<file path="src/rtl/scr1_mem_req_arb.sv">
// Two-requester round-robin arbiter in front of a single SCR1 memory bridge port.
// An in-order owner-ID FIFO steers each bridge response back to the requester
// that issued the corresponding accepted request.
module scr1_mem_req_arb #(
  parameter int unsigned SCR1_ARB_OUTSTD = 4,
  parameter int unsigned SCR1_ADDR_WIDTH = 32
) (
  input  logic                       clk,
  input  logic                       rst,
  // requester 0
  input  logic                       p0_req,
  output logic                       p0_req_ack,
  input  logic                       p0_cmd,
  input  logic [1:0]                 p0_width,
  input  logic [SCR1_ADDR_WIDTH-1:0] p0_addr,
  input  logic [31:0]                p0_wdata,
  output logic [31:0]                p0_rdata,
  output logic [1:0]                 p0_resp,
  // requester 1
  input  logic                       p1_req,
  output logic                       p1_req_ack,
  input  logic                       p1_cmd,
  input  logic [1:0]                 p1_width,
  input  logic [SCR1_ADDR_WIDTH-1:0] p1_addr,
  input  logic [31:0]                p1_wdata,
  output logic [31:0]                p1_rdata,
  output logic [1:0]                 p1_resp,
  // bridge side
  output logic                       m_req,
  input  logic                       m_req_ack,
  output logic                       m_cmd,
  output logic [1:0]                 m_width,
  output logic [SCR1_ADDR_WIDTH-1:0] m_addr,
  output logic [31:0]                m_wdata,
  input  logic [31:0]                m_rdata,
  input  logic [1:0]                 m_resp,
  // status
  output logic                       arb_idle,
  output logic                       err_unexp
);

  localparam int unsigned PW = $clog2(SCR1_ARB_OUTSTD);
  localparam int unsigned CW = PW + 1;

  typedef enum logic [1:0] {
    RESP_NOTRDY = 2'b00,
    RESP_OK     = 2'b01,
    RESP_ER     = 2'b10
  } resp_e;

  logic [PW-1:0]              wr_ptr_q, wr_ptr_d;
  logic [PW-1:0]              rd_ptr_q, rd_ptr_d;
  logic [CW-1:0]              cnt_q, cnt_d;
  logic [SCR1_ARB_OUTSTD-1:0] owner_q, owner_d;
  logic                       lock_q, lock_d;
  logic                       lock_id_q, lock_id_d;
  logic                       rr_last_q, rr_last_d;
  logic                       err_q, err_d;

  logic                       grant;
  logic                       full;
  logic                       push;
  logic                       pop;
  logic                       resp_vld;
  logic                       owner;
  logic [1:0]                 resp_fwd;

  // Grant selection and muxed request toward the bridge
  always_comb begin
    full = (cnt_q == CW'(SCR1_ARB_OUTSTD));
    if (lock_q) begin
      grant = lock_id_q;
    end else if (p0_req && p1_req) begin
      grant = ~rr_last_q;
    end else begin
      grant = p1_req;
    end
    m_req      = (p0_req | p1_req) & ~full;
    push       = m_req & m_req_ack;
    p0_req_ack = push & ~grant;
    p1_req_ack = push & grant;
    m_cmd      = 1'b0;
    m_width    = '0;
    m_addr     = '0;
    m_wdata    = '0;
    if (m_req) begin
      m_cmd   = grant ? p1_cmd   : p0_cmd;
      m_width = grant ? p1_width : p0_width;
      m_addr  = grant ? p1_addr  : p0_addr;
      m_wdata = grant ? p1_wdata : p0_wdata;
    end
  end

  // Response steering to the owner at the FIFO head; 2'b11 is forwarded as an error
  always_comb begin
    resp_vld = (m_resp != RESP_NOTRDY);
    pop      = resp_vld & (cnt_q != '0);
    owner    = owner_q[rd_ptr_q];
    resp_fwd = (m_resp == 2'b11) ? RESP_ER : m_resp;
    p0_resp  = RESP_NOTRDY;
    p1_resp  = RESP_NOTRDY;
    p0_rdata = '0;
    p1_rdata = '0;
    if (pop) begin
      if (owner) begin
        p1_resp  = resp_fwd;
        p1_rdata = m_rdata;
      end else begin
        p0_resp  = resp_fwd;
        p0_rdata = m_rdata;
      end
    end
    arb_idle  = (cnt_q == '0) & ~lock_q;
    err_unexp = err_q;
  end

  // Next-state: grant lock, round-robin history, owner FIFO and error flag
  always_comb begin
    wr_ptr_d  = wr_ptr_q;
    rd_ptr_d  = rd_ptr_q;
    cnt_d     = cnt_q;
    owner_d   = owner_q;
    lock_d    = lock_q;
    lock_id_d = lock_id_q;
    rr_last_d = rr_last_q;
    err_d     = err_q;
    if (m_req) begin
      if (m_req_ack) begin
        lock_d            = 1'b0;
        rr_last_d         = grant;
        owner_d[wr_ptr_q] = grant;
        wr_ptr_d          = wr_ptr_q + PW'(1);
      end else begin
        lock_d    = 1'b1;
        lock_id_d = grant;
      end
    end
    if (pop) begin
      rd_ptr_d = rd_ptr_q + PW'(1);
    end
    case ({push, pop})
      2'b10:   cnt_d = cnt_q + CW'(1);
      2'b01:   cnt_d = cnt_q - CW'(1);
      default: cnt_d = cnt_q;
    endcase
    if (resp_vld && (cnt_q == '0)) begin
      err_d = 1'b1;
    end
  end

  // State registers with synchronous reset; rr_last=1 lets port 0 win the first tie
  always_ff @(posedge clk) begin
    if (rst) begin
      wr_ptr_q  <= '0;
      rd_ptr_q  <= '0;
      cnt_q     <= '0;
      owner_q   <= '0;
      lock_q    <= 1'b0;
      lock_id_q <= 1'b0;
      rr_last_q <= 1'b1;
      err_q     <= 1'b0;
    end else begin
      wr_ptr_q  <= wr_ptr_d;
      rd_ptr_q  <= rd_ptr_d;
      cnt_q     <= cnt_d;
      owner_q   <= owner_d;
      lock_q    <= lock_d;
      lock_id_q <= lock_id_d;
      rr_last_q <= rr_last_d;
      err_q     <= err_d;
    end
  end

endmodule

</file>
<file path="config.mk">
export PLATFORM = sky130hd
export DESIGN_NAME = scr1_mem_req_arb
export DESIGN_NICKNAME = d
export VERILOG_FILES = /design/src/rtl/scr1_mem_req_arb.sv
export SDC_FILE = /design/constraint.sdc
export NUM_CORES = 1
export LEC_CHECK = 0
export BUFFER_PORTS_ARGS = -buffer_cell sky130_fd_sc_hd__buf_2
export CORE_AREA = 2 2 122 124
export CTS_BUF_LIST = sky130_fd_sc_hd__clkbuf_8
export CTS_CLUSTER_SIZE = 25
export DETAILED_ROUTE_END_ITERATION = 10
export DIE_AREA = 0 0 124 126
export PLACE_DENSITY = 0.53
export SETUP_SLACK_MARGIN = 0.15
export SLEW_MARGIN = 10
export SYNTH_ARGS = -nofsm -noshare
export SYNTH_HDL_FRONTEND = slang
export SYNTH_SLANG_ARGS = --single-unit
</file>
<file path="constraint.sdc">
create_clock -name clk -period 2.3 [get_ports clk]
set_clock_uncertainty 0.2 [all_clocks]
set_input_delay 0.46 -clock clk [delete_from_list [all_inputs] [get_ports clk]]
set_output_delay 0.46 -clock clk [all_outputs]
set_load 0.005 [all_outputs]
</file>
==> Yosys cells after proc, flatten, opt, wreduce, memory -nomap -nowiden <==
Index checks and enable logic that the tools add are counted.
{ "op_classes": {"reduce_logical": 9, "add_sub_neg": 4, "order_cmp": 3, "bitwise": 12, "n_eq_ne": 4, "n_mux": 26} }
{ "op_table": {"columns": ["operator", "n"], "rows": [
  ["two-way mux 32 bit", 8],
  ["two-way mux 2 bit", 7],
  ["two-way mux 1 bit", 7],
  ["AND 1 bit", 6],
  ["< comparator 2 x 3 -> 1 bit, second input constant", 2],
  ["one-hot mux 3 bit (2 select lines)", 1],
  ["NOT 1 bit", 5],
  ["adder 2 x 1 -> 2 bit, second input constant", 2],
  ["bitwise mux 4 bit", 1],
  ["equality test 2 bit, second input constant", 2],
  ["AND reduction 2 bit", 2],
  ["nonzero test 2 bit", 2],
  ["adder 3 x 1 -> 3 bit, second input constant", 1],
  ["equality test 3 bit, second input constant", 1],
  ["logical AND 1 bit", 3],
  ["zero test 3 bit", 1],
  ["nonzero test 3 bit", 1],
  ["subtractor 3 x 1 -> 3 bit, second input constant", 1],
  ["binary-select mux 1 bit (select 2 bit)", 1],
  ["demux 1 bit (select 2 bit)", 1],
  ["equality test 2 x 1 -> 1 bit, second input constant", 1],
  [">= comparator 2 x 1 -> 1 bit, second input constant", 1],
  ["OR 1 bit", 1]
]} }
{ "totals": {"output_inout_bits": 140, "word_cells": 66, "register_bits": 15, "in_bits": 173} }

==> Depth between registers and ports, before layout <==
Gate-level depths: netlist of the first run.
{ "depth": {"ltp_word": 6, "depth_mapped": 10, "ltp_nobuf": 9} }

==> Worst setup path after synthesis of the first run <==
No wires, ideal clock.
{ "synth_timing": {"kind": "input to register", "start": "input port p1_req", "end": "register cnt_q[2]", "required_ns": 2.029, "arrival_time_ns": 2.144, "slack_ns": -0.115, "path_stages": 10, "setup_time_ns": 0.071, "path_buffers": 1, "cell_sequence": "o21ai_0 -> nor2_1 -> buf_2 -> inv_1 -> ha_1 -> inv_1 -> fa_1 -> xor2_1 -> or3_1 -> a21oi_1"} }
{ "synth_via": {"elab_chain_cells": 5, "word_cells_on_any_way": 7, "classes_between": "eq/ne: 2; mux: 1; bitwise: 3; reduce/logical: 1"} }
{ "synth_lines": {"columns": ["element", "line", "source"], "rows": [
  ["start, declared", "20", "input logic p1_req,"],
  ["OR 1 bit (*)", "78", "m_req = (p0_req | p1_req) & ~full;"],
  ["AND 1 bit (*)", "78", null],
  ["AND 1 bit (*)", "79", "push = m_req & m_req_ack;"],
  ["equality test 2 x 1 -> 1 bit / equality test 2 bit (equally long branches)", "141", "case ({push, pop})"],
  ["one-hot mux 3 bit (2 select lines) / nonzero test 2 bit (equally long branches)", null, null],
  ["end signal, assigned", "165", "cnt_q <= cnt_d;"],
  ["end, declared", "53", "logic [CW-1:0] cnt_q, cnt_d;"]
]} }
Mark *: on every way between the ends. The rest lies on a longest branch, timed or not.
A chain may end at the register's enable or synchronous reset.

==> Worst setup path in the final report of the first run <==
{ "layout_timing": {"start": "register rd_ptr_q[1]", "end": "output port p1_rdata[14]"} }
{ "layout_via": {"elab_chain_cells": 4} }
{ "layout_lines": {"columns": ["element", "line", "source"], "rows": [
  ["start, declared", "52", "logic [PW-1:0] rd_ptr_q, rd_ptr_d;"],
  ["start signal, assigned", "164", "rd_ptr_q <= rd_ptr_d;"],
  ["binary-select mux 1 bit (select 2 bit)", "98", "owner = owner_q[rd_ptr_q];"],
  ["two-way mux 1 bit (implied by the code)", "98", null],
  ["two-way mux 32 bit", "105", "if (owner) begin"],
  ["two-way mux 32 bit", "104", "if (pop) begin"],
  ["end, declared", "26", "output logic [31:0] p1_rdata,"]
]} }
Every way passes these cells. The select of a mux whose other input is x is not followed.

==> results.txt, run 1 <==
----------------------------------------------------
[Status]
  Result of the run ... complete, but fails checks
  Failing checks ... negative setup slack

[Power]
  Final total power ... 6.85 mW
  Clock power frac ... 3.1%
  Seq pwr share ... 6.2%
  Internal power contribution ... 3.49 mW
  Static leakage ... 3.08 nW
  Combinational share of power ... 90.8%
  IR Drop Worst-Case VDD ... 0.576 mV
  Power density over the cells ... 1070 nW/um^2
  Switching part of the total ... 49.1%
  Switch Pwr ... 3.36 mW

[Timing]
  Shortest clock period the worst path allows after layout ... 2.32 ns
  Final Cycle Share ... 101%
  Worst-case headroom to the max-slew limit ... 80.3%
  Sum of negative setup slack ... -0.213 ns
  Final Hold Violating Endpoints ... 0
  Worst hold-check slack ... 0.283 ns
  Max-slew violation count ... 0
  Setup violation total in the final timing report ... 20
  Highest attainable clock frequency ... 431 MHz
  Transition time of the tightest slew-check pin ... 0.295 ns
  Setup ws final ... -0.0211 ns
  Setup repair after global routing missed its margin ... yes

[Die]
  Effective utilization at floorplan ... 15.3%
  Std-Cell Core Area ... 14300 um^2
  # rows ... 44
  Ports placed on the boundary ... 313
  Die width ... 124 um
  DIE AREA ... 15600 um^2
  Vertical die dimension ... 126 um

[Placed design]
  Placed instance count ... 907
  Setup Slack @ Placement ... -0.143 ns
  Placed Area ... 4110 um^2
  Routability-driven placement congestion ratio ... 0.834
  Count of port buffers added during placement ... 312
  Detail Placement HPWL ... 9510 um

[Logic synthesis]
  Cell count after synthesis ... 422
  Net count of the mapped netlist ... 601
  Number of warnings reported in the yosys synthesis log ... 0
  Post-Synthesis Cell Area ... 2190 um^2
  Sequential cell area fraction in the yosys report ... 13.7%
  Mean Syn Cell Area ... 5.18 um^2
  Number of distinct library cell variants in the gate-level netlist after synthesis ... 29
  Flip-flop and latch count after synthesis ... 15

[Global routing]
  Global Route Usage Sum ... 15.7%
  Global-route wire length before repair ... 19400 um
  Maximum number of pins on one net before global-route repair ... 35
  Remaining global-route overflow ... 0
  Initial antenna violation count ... 0
  Vias in the first global route ... 3876

[Detailed routing]
  Number of antenna-violating nets in the routed design ... 0
  Violation count after the first detailed-route iteration ... 139
  Drt first pass iters ... 4
  DRC viols ... 0
  Total wirelength of the detailed-routed design ... 15600 um
  Total number of vias ... 4280
  Routed vias/inst ... 4.49
  DR WL/cell ... 16.4 um

[Setup path]
  Critical path, cell by cell ... mux2_4 -> o21ai_4 -> buf_6 -> buf_6 -> buf_16 -> nor2_4 -> buf_2
  Kind of start point of the critical path ... flop
  Crit path capture type ... output pin
  Longest individual stage delay on the worst path ... 0.35 ns
  Largest delay share family, worst path ... buffers and inverters
  Crit Path Max Fanout ... 8
  Most frequent cell on the critical path ... buf_6
  Worst endpoint required time ... 1.64 ns
  Worst path bufs/invs ... 4
  Worst setup path class ... flop to output pin
  Data arrival time at the worst-slack endpoint ... 1.66 ns
  Cell at the slowest stage of the critical path ... dfxtp_2

[Clocking]
  Clock transition at the registers of the reported paths ... 0.06 ns
  Clock latency at the later pin of the worst-skew pair ... 0.25 ns
  Number of buffers on the longest clock path ... 2
  Total clock sinks ... 15
  Buffer type at the clock tree root ... clkbuf_8
  CTS Buf Count ... 3
  Number of levels in the clock H-tree ... 1
  CTS tree ... built

[Finish]
  Non-Filler Instances ... 953
  Most common library cell in the layout ignoring fill and taps ... buf_2
  Net count, final ... 949
  Filler cell count in the final layout ... 1387
  Synth-to-Final Area Change ... 192%
  Share of post-route cells with drive strength above 1 ... 80.1%
  Most frequent cells in the layout ... buf_2 (299), nand2_1 (83), a21oi_2 (62)
  Final Util ... 44.6%
  Count of antenna diodes in the layout ... 0
  Post-route design area ... 6380 um^2

[Hold path]
  Worst hold-check path type ... flop to flop

[Job]
  Max Cap Violations ... 0

----------------------------------------------------
-- Yosys cell counts, drive strengths merged --
cell / n / area share (%)
nand2: 170 / 29
or3: 3 / 0.86
a311oi: 4 / 1.6
o21ai: 4 / 1.1
mux2: 1 / 0.52
nor2: 85 / 15
o32a: 1 / 0.46
clkbuf: 11 / 1.9
dfxtp: 15 / 14
ha: 5 / 2.9
or2: 1 / 0.29
mux2i: 2 / 0.92
buf: 24 / 7.6
nor2b: 1 / 0.29
a21oi: 74 / 17
xnor2: 2 / 0.80
nor3: 2 / 0.46
o21a: 1 / 0.34
inv: 7 / 1.2
o21bai: 1 / 0.34
nand3b: 1 / 0.34
xor2: 3 / 1.2
fa: 1 / 0.92
a22oi: 1 / 0.57
a22o: 1 / 0.40
nor3b: 1 / 0.57
-- power by group through the flow --
stage | combinational [mW] | sequential, mW | clock, mW
5_1_grt | 6.60 | 0.437 | 0.229
3_5_place_dp | 2.86 | 0.401 | 0
4_1_cts | 4.22 | 0.418 | 0.218
3_3_place_gp | 2.89 | 0.402 | 0
6_report | 6.22 | 0.423 | 0.209
2_1_floorplan | 1.59 | 0.388 | 0
-- flip-flops by register name, indices dropped and copies added (netlist names) --
register,cells
cnt_q,3
err_unexp,1
rr_last_q,1
lock_q,1
rd_ptr_q,2
wr_ptr_q,2
owner_q,4
lock_id_q,1
-- cell type report --
class / count / area, um^2 / area share (%)
Multi-Input combinational cell: 365 / 3000 / 47.0
Inverter: 7 / 41.3 / 0.647
Clock inverter: 1 / 3.75 / 0.0588
Timing Repair Buffer: 378 / 2760 / 43.2
Sequential cell: 15 / 313 / 4.90
Clock buffer: 3 / 41.3 / 0.647
Tap cell: 184 / 230 / 3.61
-- per-layer routing --
metal	vias to the layer above	GRT usage [%]	wire length, um
li1	2056	-	-
met5	-	0	0
met4	0	5.02	478
met1	1966	17.6	5840
met2	225	29.9	8110
met3	33	2.26	1160
-- logic make-up (layout without fill, tap and decap cells) --
logic type | after synthesis | in the layout | synth area share (%)
mux | 3 | 3 | 1.43
buf+inv | 42 | 389 | 10.7
flops | 15 | 15 | 13.7
fa+ha+maj | 6 | 6 | 3.78
xor+xnor | 5 | 5 | 2.00
simple gates | 264 | 264 | 46.6
compound gates | 87 | 87 | 21.8
-- final timing paths --
path | from | endpoint | slack (ns) | cells past startpoint
max | rd_ptr_q[1] | p1_rdata[14] | -0.02 | 7
min | err_unexp | err_unexp | 0.28 | 2
max reg2reg | cnt_q[2] | cnt_q[2] | 0.13 | 9
min reg2reg | err_unexp | err_unexp | 0.28 | 2
-- worst min-delay path, cell delays in order, from the launching register on --
cell     delay, ns
dfxtp_1       0.33
nor2_1        0.05
nor2_1        0.07
-- timing repair --
action,in CTS,in global routing
pin swaps,44,90
resized for setup,159,249
setup buffers,17,6
gates cloned,10,9
hold buffers,0,0
setup endpoints to repair,139,140
Power figures use the tool's default switching activity.
==> run 2, diff against run 1 <==
- CORE_AREA: 2 2 122 124 -> 2 2 121 123
- DIE_AREA: 0 0 124 126 -> 0 0 123 125
- PLACE_DENSITY: 0.53 -> 0.52
- clock period: 2.3 -> 2.85 ns (I/O delays scaled with it)
==> run 2 against run 1 <==
The run now ends clean. Cell count down 5.1%. Non-clock buffer count shrank 50. Routed wire length down 25%. Critical path depth unchanged. First-iteration DRC count rose by 1.4%. Sequential power decreased by 23%. Register-to-register slack better by 0.36 ns. Highest routed layer unchanged.
==> results.txt, run 2 (synthesis gave the netlist of run 1 again) <==
----------------------------------------------------
[Timing]
  Final Hold Violating Endpoints ... 0 (unchanged)
  Setup violation total in the final timing report ... 0 (-100%)
  Shortest clock period the worst path allows after layout ... 2.57 ns
  Setup ws final ... 0.281 ns (+0.302 ns)
  Sum of negative setup slack ... 0 ns (+0.213 ns)
  Max-slew violation count ... 0 (unchanged)
  Transition time of the tightest slew-check pin ... 0.310 ns (+0.0148 ns)
  Worst hold-check slack ... 0.280 ns (-0.00323 ns)
  Setup repair after global routing missed its margin ... no
  Highest attainable clock frequency ... 389 MHz
  Final Cycle Share ... 90.1%
  Worst-case headroom to the max-slew limit ... 79.3% (-0.99 points)

[Clocking]
  Clock latency at the later pin of the worst-skew pair ... 0.25 ns (about the same)
  Clock transition at the registers of the reported paths ... 0.06 ns (about the same)
  CTS Buf Count ... 3 (unchanged)
  Post-CTS repair timing setup buffer count ... 0 (-17)
  Number of buffers on the longest clock path ... 2 (unchanged)
  Total clock sinks ... 15 (unchanged)
  Buffer type at the clock tree root ... clkbuf_8
  Post-CTS resize count ... 0 (-100%)
  CTS tree ... built
  Number of levels in the clock H-tree ... 1 (unchanged)
  Post-CTS Hold Fix Bufs ... 0 (unchanged)

[Die]
  # rows ... 44 (unchanged)
  Vertical die dimension ... 125 um (-0.79%)
  Effective utilization at floorplan ... 15.4% (+0.12 points)
  Ports placed on the boundary ... 313 (unchanged)
  DIE AREA ... 15400 um^2 (-1.6%)
  Die width ... 123 um (-0.81%)
  Std-Cell Core Area ... 14200 um^2 (-0.77%)

[Global routing]
  Global Route Usage Sum ... 13.6% (-2.1 points)
  Remaining global-route overflow ... 0 (unchanged)
  Initial antenna violation count ... 1 (+1)
  Vias in the first global route ... 3498 (-9.8%)
  Global-route wire length before repair ... 16800 um (-13%)
  Maximum number of pins on one net before global-route repair ... 63 (+80%)

[Placed design]
  Count of port buffers added during placement ... 312 (unchanged)
  Detail Placement HPWL ... 9420 um (-0.90%)
  Placed Area ... 3930 um^2 (-4.4%)
  Routability-driven placement congestion ratio ... 0.822 (-1.5%)
  Setup Slack @ Placement ... 0.187 ns (+0.330 ns)
  Placed instance count ... 898 (-0.99%)

[Finish]
  Max reg flops ... 4 (unchanged)
  Post-route design area ... 4010 um^2 (-37%)
  Net count, final ... 899 (-5.3%)
  Synth-to-Final Area Change ... 83.5%
  Non-Filler Instances ... 904 (-5.1%)
  Share of post-route cells with drive strength above 1 ... 47.3% (-33 points)
  Final Util ... 28.2% (-16 points)
  Most frequent cells in the layout ... buf_2 (312), nand2_1 (170), nor2_1 (85)
  Most common library cell in the layout ignoring fill and taps ... buf_2
  Largest register by flop count ... owner_q
  Largest registers ... owner_q: 4 flops, cnt_q: 3 flops

[Detailed routing]
  DRC viols ... 0 (unchanged)
  Routed vias/inst ... 4.15 (-7.7%)
  Drt first pass iters ... 4 (unchanged)
  Total number of vias ... 3749 (-12%)
  Total wirelength of the detailed-routed design ... 11700 um (-25%)
  Violation count after the first detailed-route iteration ... 141 (+1.4%)
  DR WL/cell ... 12.9 um (-21%)
  Number of antenna-violating nets in the routed design ... 0 (unchanged)

[Setup path]
  Kind of start point of the critical path ... primary input
  Data arrival time at the worst-slack endpoint ... 1.80 ns (+0.14 ns)
  Register-to-Register Setup Slack ... 0.49 ns (+0.36 ns)
  Crit path capture type ... output pin
  Crit Path Max Fanout ... 31 (+23)
  Worst setup path class ... primary input to output pin
  Worst endpoint required time ... 2.08 ns (+0.44 ns)

[Power]
  Final total power ... 2.63 mW (-62%)
  IR Drop Worst-Case VDD ... 0.439 mV (-24%)
  Switching part of the total ... 51.8% (+2.8 points)
  Switch Pwr ... 1.36 mW (-59%)
  Seq pwr share ... 12.3% (+6.1 points)
  Clock power frac ... 6.7% (+3.6 points)
  Power density over the cells ... 656 nW/um^2 (-39%)
  Combinational share of power ... 81.0% (-9.8 points)
  Internal power contribution ... 1.27 mW (-64%)
  Static leakage ... 2.38 nW (-23%)

[Hold path]
  Worst hold-check path type ... flop to flop

[Status]
  Result of the run ... complete, no violations

[Job]
  Max Cap Violations ... 0 (unchanged)

----------------------------------------------------
## run 2: final cells by class
cell class                 instances  area [um^2]
antenna                            1         2.50
clock buffer                       3         41.3
clock inverter                     1         5.00
fill                            1651        10200
inverter                           7         26.3
multi-input combinational        365         1660
sequential                        15          302
tap                              184          230
timing repair buffer             328         1740
## run 2: worst paths after layout
kind,startpoint,to,cells after the start
worst min register to register,err_unexp,err_unexp,2
worst max-delay path,p1_req,m_addr[10],7
worst max register to register,cnt_q[2],cnt_q[2],9
worst min-delay path,err_unexp,err_unexp,2
## run 2: per-layer routing
layer | track usage, % | routed length (um) | up-vias
met4 | 2.41 | 121 | 0
met1 | 15.1 | 4610 | 1604
met2 | 25.9 | 5840 | 194
met3 | 3.24 | 1120 | 10
li1 | - | - | 1941
met5 | 0 | 0 | -
## run 2: power by group through the flow
stage	Clock, mW	Combinational [mW]	Sequential, mW
finish	0.175	2.13	0.324
global route	0.188	2.41	0.336
CTS	0.180	2.15	0.323
detailed placement	0	2.14	0.327
global placement	0	2.15	0.327
floorplan	0	1.23	0.313
## run 2: worst max-delay path, cell delays in order
cell       delay (ns)
buf_2            0.11
nor2b_1          0.15
a22oi_2          0.26
clkbuf_16        0.28
nand2_1          0.08
a21oi_1          0.18
buf_2            0.15
==> run 3, diff against run 2 <==
- GPL_TIMING_DRIVEN: default -> 0
==> run 3 against run 2 <==
Sequential share of layout area is 0.14 points lower. Largest cell class unchanged. Highest routed layer unchanged. Clock-buffer cell count stayed put. Hold slack improved by 0.014 ns. Cell count up 2.5%. First-iteration DRC count grew 5.7%.
==> results.txt, run 3 (synthesis gave the netlist of run 1 again) <==
----------------------------------------------------
[Finish]
  Most common library cell in the layout ignoring fill and taps ... buf_2
  Most frequent cells in the layout ... buf_2 (322), nand2_1 (170), nor2_1 (84)
  Synth-to-Final Area Change ... 88.4%
  Largest registers ... owner_q: 4 flops, cnt_q: 3 flops
  Final Util ... 29.0% (+0.76 points)
  Largest register by flop count ... owner_q
  Net count, final ... 922 (+2.6%)
  Max reg flops ... 4 (unchanged)
  Share of post-route cells with drive strength above 1 ... 48.9% (+1.6 points)

[Power]
  IR Drop Worst-Case VDD ... 0.376 mV (-14%)
  Internal power contribution ... 1.31 mW (+3.1%)
  Combinational share of power ... 81.3% (+0.3 points)
  Static leakage ... 2.46 nW (+3.2%)
  Switch Pwr ... 1.41 mW (+3.7%)
  Clock power frac ... 6.4% (-0.3 points)
  Seq pwr share ... 12.2% (about the same)
  Switching part of the total ... 52.0% (+0.14 points)
  Power density over the cells ... 661 nW/um^2 (+0.67%)

[Timing]
  Final Hold Violating Endpoints ... 0 (unchanged)
  Transition time of the tightest slew-check pin ... 0.450 ns (+0.140 ns)
  Max-slew violation count ... 0 (unchanged)
  Setup violation total in the final timing report ... 0 (unchanged)
  Shortest clock period the worst path allows after layout ... 2.61 ns (+0.0432 ns)
  Setup repair after global routing missed its margin ... yes
  Worst hold-check slack ... 0.294 ns (+0.0143 ns)
  Highest attainable clock frequency ... 383 MHz (-1.7%)
  Worst-case headroom to the max-slew limit ... 70.0% (-9.4 points)
  Final Cycle Share ... 91.7% (+1.5 points)

[Global routing]
  Global-route wire length before repair ... 18000 um (+7.0%)
  Initial antenna violation count ... 1 (unchanged)
  Global Route Usage Sum ... 14.8% (+1.2 points)
  Remaining global-route overflow ... 0 (unchanged)
  Vias in the first global route ... 3659 (+4.6%)
  Maximum number of pins on one net before global-route repair ... 11 (-83%)

[Die]
  Die width ... 123 um (unchanged)
  # rows ... 44 (unchanged)
  Effective utilization at floorplan ... 15.4% (unchanged)
  Ports placed on the boundary ... 313 (unchanged)
  Std-Cell Core Area ... 14200 um^2 (unchanged)
  Vertical die dimension ... 125 um (unchanged)
  DIE AREA ... 15400 um^2 (unchanged)

[Clocking]
  Total clock sinks ... 15 (unchanged)
  Buffer type at the clock tree root ... clkbuf_8
  Clock latency at the later pin of the worst-skew pair ... 0.25 ns (about the same)
  Clock transition at the registers of the reported paths ... 0.06 ns (about the same)
  Post-CTS Hold Fix Bufs ... 0 (unchanged)
  Number of buffers on the longest clock path ... 2 (unchanged)
  CTS Buf Count ... 3 (unchanged)
  Number of levels in the clock H-tree ... 1 (unchanged)
  CTS tree ... built

[Setup path]
  Kind of start point of the critical path ... flop
  Longest individual stage delay on the worst path ... 0.36 ns (+0.08 ns)
  Critical path, cell by cell ... mux2_2 -> o21a_1 -> clkbuf_1 -> buf_4 -> nor2_1 -> buf_2
  Crit path capture type ... output pin
  Worst setup path class ... flop to output pin
  Cell at the slowest stage of the critical path ... dfxtp_2
  Data arrival time at the worst-slack endpoint ... 1.84 ns (+0.04 ns)
  Crit Path Max Fanout ... 10 (-68%)
  Worst path bufs/invs ... 3 (unchanged)
  Largest delay share family, worst path ... buffers and inverters
  Worst endpoint required time ... 2.08 ns (about the same)

[Placed design]
  Routability-driven placement congestion ratio ... 0.812 (-1.2%)
  Count of port buffers added during placement ... 312 (unchanged)
  Detail Placement HPWL ... 10300 um (+8.9%)

[Detailed routing]
  Post-route met1 wirelength ... 4820 um (+4.5%)
  Routed wl met2 ... 6290 um (+7.7%)
  Highest metal layer with signal wires ... met4
  Total number of vias ... 3805 (+1.5%)
  Number of antenna-violating nets in the routed design ... 0 (unchanged)
  DR WL/cell ... 13.4 um (+3.2%)
  Total wirelength of the detailed-routed design ... 12400 um (+5.9%)
  Routed vias/inst ... 4.10 (-1.0%)
  Drt first pass iters ... 4 (unchanged)
  Violation count after the first detailed-route iteration ... 149 (+5.7%)
  DRC viols ... 0 (unchanged)
  Detailed route wirelength on metal3 ... 1100 um (-1.4%)

[Status]
  Result of the run ... complete, no violations

[Job]
  Max Cap Violations ... 0 (unchanged)

[Hold path]
  Worst hold-check path type ... flop to flop

----------------------------------------------------
## run 3: metal layers
layer / up-vias / global-route usage (%)
met1: 1616 / 15.9
met4: 0 / 2.67
li1: 1983 / -
met5: - / 0
met3: 13 / 2.74
met2: 193 / 29.3
## run 3: power groups by stage
stage | Clock [mW] | Sequential [mW] | Combinational [mW]
after global routing | 0.188 | 0.344 | 2.51
final | 0.175 | 0.333 | 2.21
after global placement | 0 | 0.328 | 2.20
after CTS | 0.180 | 0.332 | 2.24
after floorplan | 0 | 0.313 | 1.23
after detailed placement | 0 | 0.329 | 2.18
## run 3: worst reg2reg max path, stage by stage (launching register included)
cell     delay (ns)
dfxtp_2        0.35
nor3b_4        0.24
nor2_1         0.12
buf_2          0.21
inv_1          0.12
ha_1           0.18
inv_1          0.06
fa_1           0.37
xor2_1         0.15
or3_1          0.30
a21oi_1        0.13
## run 3: stage by stage
| step | setup slack (ns) | setup TNS (ns) | cell area [um^2] | power (mW) | instances |
|---|---|---|---|---|---|
| finish | 0.238 | 0 | 4120 | 2.72 | 927 |
| global route | 0.127 | 0 | 4120 | 3.04 | 927 |
| CTS | 0.117 | 0 | 4090 | 2.75 | 927 |
| detailed placement | -0.104 | -0.803 | 3980 | 2.51 | 918 |
| global placement | -0.113 | -0.572 | 3980 | 2.53 | 918 |
| floorplan | 0.325 | 0 | 2190 | 1.54 | 422 |
## run 3: layout make-up
class / instances / area (um^2)
diodes: 1 / 2.50
multi-input cells: 365 / 1670
inverters: 7 / 26.3
flip-flops and latches: 15 / 304
clock buffers: 3 / 41.3
repair buffers: 317 / 1600
clock inverters: 1 / 3.75
well taps: 184 / 230
plain buffers: 34 / 240
fillers: 1652 / 10100
## run 3: path summary, 6_finish.rpt
path,startpoint,endpoint,slack [ns],cells past startpoint
hold / removal,err_unexp,err_unexp,0.29,2
setup / recovery,rd_ptr_q[1],p0_rdata[26],0.24,6
hold reg to reg,err_unexp,err_unexp,0.29,2
setup reg to reg,cnt_q[0],cnt_q[2],0.34,10
## run 3: what timing repair did
item	in CTS	in global routing
endpoints found under the hold margin	0	0
pin swaps	2	0
cloned	0	0
setup endpoints to repair	70	62
gates resized for setup	14	20
buffers inserted	5	0
